## config.mk

```make
export PLATFORM = sky130hd
export DESIGN_NAME = regfile_flags
export DESIGN_NICKNAME = d
export VERILOG_FILES = /design/src/rtl/regfile_flags.sv
export SDC_FILE = /design/constraint.sdc
export NUM_CORES = 1
export LEC_CHECK = 0
export CAP_MARGIN = 0
export CELL_PAD_IN_SITES_DETAIL_PLACEMENT = 0
export CELL_PAD_IN_SITES_GLOBAL_PLACEMENT = 1
export CORE_AREA = 5 5 75 77
export CTS_CLUSTER_DIAMETER = 30
export CTS_CLUSTER_SIZE = 8
export DETAILED_ROUTE_END_ITERATION = 6
export DIE_AREA = 0 0 80 82
export PLACE_DENSITY = 0.81
export SKIP_LAST_GASP = 1
export SLEW_MARGIN = 25
export SYNTH_ARGS = -nofsm -noshare
export SYNTH_HDL_FRONTEND = slang
export SYNTH_SLANG_ARGS = --single-unit
```

## constraint.sdc

```tcl
create_clock -name clk -period 4.4 [get_ports clk]
set_input_delay 0.44 -clock clk [delete_from_list [all_inputs] [get_ports clk]]
set_output_delay 0.44 -clock clk [all_outputs]
set_load 0.02 [all_outputs]
```

## src/rtl/regfile_flags.sv

```systemverilog
`default_nettype none
// ============================================================================
//  Module      : regfile_flags
//  Description : General-purpose register file with an ALU flag register and
//                a branch-condition evaluator.
//                - NREG x 8-bit registers, one synchronous write port
//                - three independent combinational read ports (a, b, monitor)
//                - 3-bit flag register {S, Z, Cy} with its own load strobe
//                - cond_true decoded from the registered flags
//
//  Ports       : clk        - clock, all state updates on the rising edge
//                reset      - synchronous, active-high; clears regs and flags
//                rs_a/rs_b  - read selects for ALU operands a_out/b_out
//                wr_en/wr_sel/wr_data - writeback port
//                flag_en/flags_in     - flag register load, {S, Z, Cy}
//                flags/cy_out         - registered flags and carry
//                cond/cond_true       - branch condition code and result
//                mon_sel/mon_data     - front-panel monitor read port
//
//  Revision    : 1.0  initial release
// ============================================================================
module regfile_flags #(
    parameter int NREG = 4,
    parameter int SELW = 2
) (
    input  logic            clk,
    input  logic            reset,

    input  logic [SELW-1:0] rs_a,
    input  logic [SELW-1:0] rs_b,
    output logic [7:0]      a_out,
    output logic [7:0]      b_out,

    input  logic            wr_en,
    input  logic [SELW-1:0] wr_sel,
    input  logic [7:0]      wr_data,

    input  logic            flag_en,
    input  logic [2:0]      flags_in,
    output logic [2:0]      flags,
    output logic            cy_out,

    input  logic [2:0]      cond,
    output logic            cond_true,

    input  logic [SELW-1:0] mon_sel,
    output logic [7:0]      mon_data
);

    // ------------------------------------------------------------------
    // Flag bit positions within {S, Z, Cy}
    // ------------------------------------------------------------------
    localparam int c_FLAG_CY = 0;
    localparam int c_FLAG_Z  = 1;
    localparam int c_FLAG_S  = 2;

    // ------------------------------------------------------------------
    // Branch condition encodings
    // ------------------------------------------------------------------
    localparam logic [2:0] c_COND_ALWAYS = 3'b000;
    localparam logic [2:0] c_COND_Z      = 3'b001;
    localparam logic [2:0] c_COND_NZ     = 3'b010;
    localparam logic [2:0] c_COND_CY     = 3'b011;
    localparam logic [2:0] c_COND_NCY    = 3'b100;
    localparam logic [2:0] c_COND_S      = 3'b101;
    localparam logic [2:0] c_COND_NS     = 3'b110;
    localparam logic [2:0] c_COND_NEVER  = 3'b111;

    // ------------------------------------------------------------------
    // State
    // ------------------------------------------------------------------
    logic [7:0] r_regs_q [NREG];
    logic [7:0] w_regs_d [NREG];
    logic [2:0] r_flags_q;
    logic [2:0] w_flags_d;
    logic       w_cond_true;

    // ------------------------------------------------------------------
    // Next-state: register file. Only the addressed register takes the
    // writeback value; every other register holds.
    // ------------------------------------------------------------------
    always_comb begin
        for (int i = 0; i < NREG; i++) begin
            w_regs_d[i] = r_regs_q[i];
            if (wr_en && (wr_sel == SELW'(i))) begin
                w_regs_d[i] = wr_data;
            end
        end
    end

    // ------------------------------------------------------------------
    // Next-state: flag register, independent of the writeback strobe
    // ------------------------------------------------------------------
    always_comb begin
        w_flags_d = r_flags_q;
        if (flag_en) begin
            w_flags_d = flags_in;
        end
    end

    // ------------------------------------------------------------------
    // Sequential update. Reset wins over both strobes in the same cycle.
    // ------------------------------------------------------------------
    always_ff @(posedge clk) begin
        if (reset) begin
            for (int i = 0; i < NREG; i++) begin
                r_regs_q[i] <= 8'h00;
            end
            r_flags_q <= 3'b000;
        end else begin
            for (int i = 0; i < NREG; i++) begin
                r_regs_q[i] <= w_regs_d[i];
            end
            r_flags_q <= w_flags_d;
        end
    end

    // ------------------------------------------------------------------
    // Branch condition, decoded from the registered flags only so that a
    // branch sees the result of the previously completed ALU operation.
    // ------------------------------------------------------------------
    always_comb begin
        w_cond_true = 1'b0;
        case (cond)
            c_COND_ALWAYS: w_cond_true = 1'b1;
            c_COND_Z:      w_cond_true =  r_flags_q[c_FLAG_Z];
            c_COND_NZ:     w_cond_true = ~r_flags_q[c_FLAG_Z];
            c_COND_CY:     w_cond_true =  r_flags_q[c_FLAG_CY];
            c_COND_NCY:    w_cond_true = ~r_flags_q[c_FLAG_CY];
            c_COND_S:      w_cond_true =  r_flags_q[c_FLAG_S];
            c_COND_NS:     w_cond_true = ~r_flags_q[c_FLAG_S];
            c_COND_NEVER:  w_cond_true = 1'b0;
            default:       w_cond_true = 1'b0;
        endcase
    end

    // ------------------------------------------------------------------
    // Outputs. Reads come straight from the register array with no write
    // bypass: a register being written shows its old value until the edge.
    // ------------------------------------------------------------------
    assign a_out     = r_regs_q[rs_a];
    assign b_out     = r_regs_q[rs_b];
    assign mon_data  = r_regs_q[mon_sel];
    assign flags     = r_flags_q;
    assign cy_out    = r_flags_q[c_FLAG_CY];
    assign cond_true = w_cond_true;

endmodule
`default_nettype wire

```

* After elaboration in Yosys (flattened, before gate mapping)
Memories as Yosys holds them, arrays and structs flattened.
Index checks and enable logic that the tools add are counted.
** Operators by class
- Add/sub/neg operators :: 0
- $mul :: 0
- Div/mod/pow operators :: 0
- $lt $le $gt $ge :: 0
- Equality and inequality tests :: 14
- Shifts and indexed selects :: 0
- Muxes and demuxes :: 12
- Bitwise gates (word level) :: 7
- Reductions and logical operators :: 10
** Operators by type and width (number)
- $mux W8 :: 8
- $eq A3 B3 Y1 const B :: 4
- $pmux W1 S8 :: 1
- $reduce_and A2 Y1 :: 4
- $eq A3 B2 Y1 const B :: 2
- $eq A2 B2 Y1 const B :: 2
- $logic_and A1 B1 Y1 :: 4
- $ne A1 B1 Y1 const B :: 4
- $or A1 B1 Y1 :: 4
- $eq A3 B1 Y1 const B :: 1
- $logic_not A3 Y1 :: 1
- $mux W1 :: 3
- $not A1 Y1 :: 3
- $eq A2 B1 Y1 const B :: 1
- $logic_not A2 Y1 :: 1
** Storage, ports and cells
- Register bits after elaboration :: 3
- Latch bits :: 0
- Memory bits (writable) :: 32
- Bits in read-only memories :: 0
- Output and inout port bits :: 29
- Memories :: 1
** Memory list
- r_regs_q :: words 4, width 8, read ports 3, clocked after Yosys merged registers in 0, wr ports 4, RTL line 72 : logic [7:0] r_regs_q [NREG];

* Logic depth before layout (Yosys ltp)
- Depth after elaboration :: 5
- Gate-level depth with buffers :: 4

* Worst setup path before layout
No wires, ideal clock.
- Path kind :: input -> register
- Start point :: input port wr_sel[1]
- End point :: memory r_regs_q[0][0], enable pin
- Arrival time :: 1314 ps
- Slack :: 2712 ps
- Cell stages on the path :: 3
- Buffers on the path :: 1
- Path through :: or2_2 buf_2 o21bai_1
** RTL lines
- start, declared :: RTL line 35 : input logic [SELW-1:0] wr_sel,
- end, declared :: RTL line 72

* Worst setup path after layout
- Start point :: input port rs_a[0]
- End point :: output port a_out[6]
** Between the ends
- Cells in the longest elaborated chain, start to end :: 1
** Ends and longest elaborated chain
- start, declared :: RTL line 29 : input logic [SELW-1:0] rs_a,
- $mem_v2 Z4 W8
- end, declared :: RTL line 31 : output logic [7:0] a_out,
Every way passes these cells.

==> metrics <==
status finished clean; GRT Residual Overflow 0; Critical Path Source Type primary input; Max Cap Viol 0; post-synthesis sequential area ratio approximately 52%; NetSw roughly 0.22 mW; Mapped Nets 160; Switching Share 26.4%; Die ar. 6560 um2; Post-synth top cells 35 x nor2_1, 32 x edfxtp_1, 24 x mux4_2; syn avg cell area 14.6 um2; Leak Pwr about 0.86 nW; clk_lat worst skew 0.28 ns; worst hold slack about 0.58 ns; most numerous cell in the Yosys netlist nor2_1; CTS Hold Buffers Added 0; Clock Path Buffers 2; largest net degree at the start of global routing 11; vias roughly 1300; Util after Layout between 50% and 60%; Max Clk Rate about 0.34 GHz; area leader, netlist edfxtp_1; Die Span Y 82 um; Critical Path Fanout Max 8; row count 26; Worst Path Required ~4 ns; post-CTS sizing 0; remaining antenna violation count 0; crit path max-delay cell type clkdlybuf4s50_1; cells along the critical path clkdlybuf4s50_1 -> mux4_2 -> clkdlybuf4s50_1; #FFs+latches synth 35; CP Buf/Inv Count 2; Final Critical Period 2.91 ns; Routed wire per std cell about 19 um; maximum VDD drop 0.000164 V; final weighted congestion in routability-driven placement about 0.77; Multi-input gate area about 850 um2; Post-synth ARST share 0%; Total GRT Usage between 10% and 20%; max-slew violations 0; Crit path top cell by count clkdlybuf4s50_1; power share of the sequential group 48.6%; Post-Synthesis Cell Area ~2000 um2; Setup TNS Final 0 ns; YS warnings 0; post-route cell area roughly 2600 um2; number of port buffers 54; CTS Sinks 35; DRC viols 0; initial antenna violation count 0; Synth area leaders edfxtp_1 49%, mux4_2 28%, nor2_1 6.7%; RSZ-0062 raised after global routing false; CP peak stage delay a little under 0.9 ns; nets@finish 210; vias in the first global route 1488; Synth top area share 49.2%; Clk pin slew, worst setup/hold paths 0.06 ns; fillcell total between 400 and 500; DRT Pass-1 Iters 4; Rel. slew slack approximately a third; DR iter-0 viols 130; core area approximately 5000 um2; Hold Crit Class reg2reg; Int Pwr 0.615 mW; Pwr Total around 0.84 mW; number of flops mapped to enable cells by yosys 32; Ports 55; post-CTS setup repair buffer count 0; Final Hold Fails 0; dpl cell area 2510 um2; H-tree Lvls 2; total CTS buffers 5; Cells after Synth roughly 130; Final HPWL DP between 3 and 4 mm; first-pass GRT wire length roughly 7.5 mm; drt total wl between 4 and 5 mm; Via density 5.21; combinational group share of total power 26.2%; CTS tree built; Reg area around 1000 um2; Die X about 80 um; Area growth syn-to-layout 32.5%; Post-synth top flop edfxtp_1; Power Dens Cells approximately 320 nW/um2; CP Capture Type primary output; Clk pwr share 25.1%; root buffer cell clkbuf_8; endpoints failing setup 0; critical path class in2out; worst-margin pin slew around 1.0 ns; final period utilization between 60% and 70%; clk_skew 0 ns; cell family with most CP delay buffers and inverters; antenna cells 0; Initial Util between 30 and 40%; Arr. time, crit path about 2.5 ns; fraction of layout cells with a size suffix above 1 16.2%; unique cell type count in the Yosys netlist 20
==> through the flow <==
step | cells | worst slack, ns
floorplan | 134 | 2.71
global route | 255 | 1.38
finish | 255 | 1.49
global placement | 247 | 1.48
detailed placement | 247 | 1.45
CTS | 255 | 1.45
==> final timing paths <==
| check | start | to | slack, ns | depth (start not counted) |
|---|---|---|---|---|
| hold / removal | flags[1] | flags[1] | 0.58 | 2 |
| hold reg to reg | flags[1] | flags[1] | 0.58 | 2 |
| setup / recovery | rs_a[0] | a_out[6] | 1.49 | 3 |
| setup reg to reg | flags[2] | flags[2] | 3.73 | 2 |
==> area by class of cell <==
class,instances,share of cell area (%)
flip-flops and latches,35,39.5
multi-input cells,87,33.0
inverters,1,0.145
clock buffers,6,2.81
clock inverters,2,0.290
repair buffers,54,20.9
well taps,70,3.39
==> power groups by stage <==
stage | clock, mW | combinational, mW | sequential [mW]
floorplan | 0 | 0.123 | 0.408
global placement | 0 | 0.218 | 0.410
detailed placement | 0 | 0.221 | 0.413
CTS | 0.213 | 0.222 | 0.406
global route | 0.233 | 0.231 | 0.410
finish | 0.210 | 0.219 | 0.406
==> cell usage in the layout, fill, tap and decap left out <==
cell type and instances:
clkdlybuf4s50_1 54, nor2_1 35, edfxtp_1 32, mux4_2 24
nand2_1 10, mux2i_1 5, clkbuf_8 5, o21bai_1 4
nand2b_1 3, dfxtp_1 3, clkinv_1 2, o221ai_1 1
mux2_1 1, a211oi_1 1, a21oi_1 1, inv_1 1
or2_2 1, nor2b_1 1, clkbuf_1 1
==> kinds of logic (layout without fill, tap and decap cells) <==
logic type             count (synthesis)  after routing  share of synthesized area, %
and+or+nand+nor                       50             50                          10.3
AOI/OAI and AO/OA                      7              7                          2.63
DFF                                   35             35                          52.3
muxes                                 30             30                          30.8
buffers and inverters                 12             63                          3.97
==> routing by layer <==
layer  global-route usage [%]  vias up  wire [um]
li1                         -      612          -
met1                     16.7      648       1620
met2                     30.4       64       2650
met3                     4.39        4        434
met4                     6.25        0         49
met5                        0        -          0
==> state kept, by name, summed over array words and instances, names as in the netlist <==
register  flops
r_regs_q     32
flags         3
==> worst reg2reg max path, delay by kind of cell, from the launching register on <==
family	cells	cell delay (ns)
flops	1	0.42
mux	1	0.10
simple gates	1	0.09
(Power assumes the default switching activity.)
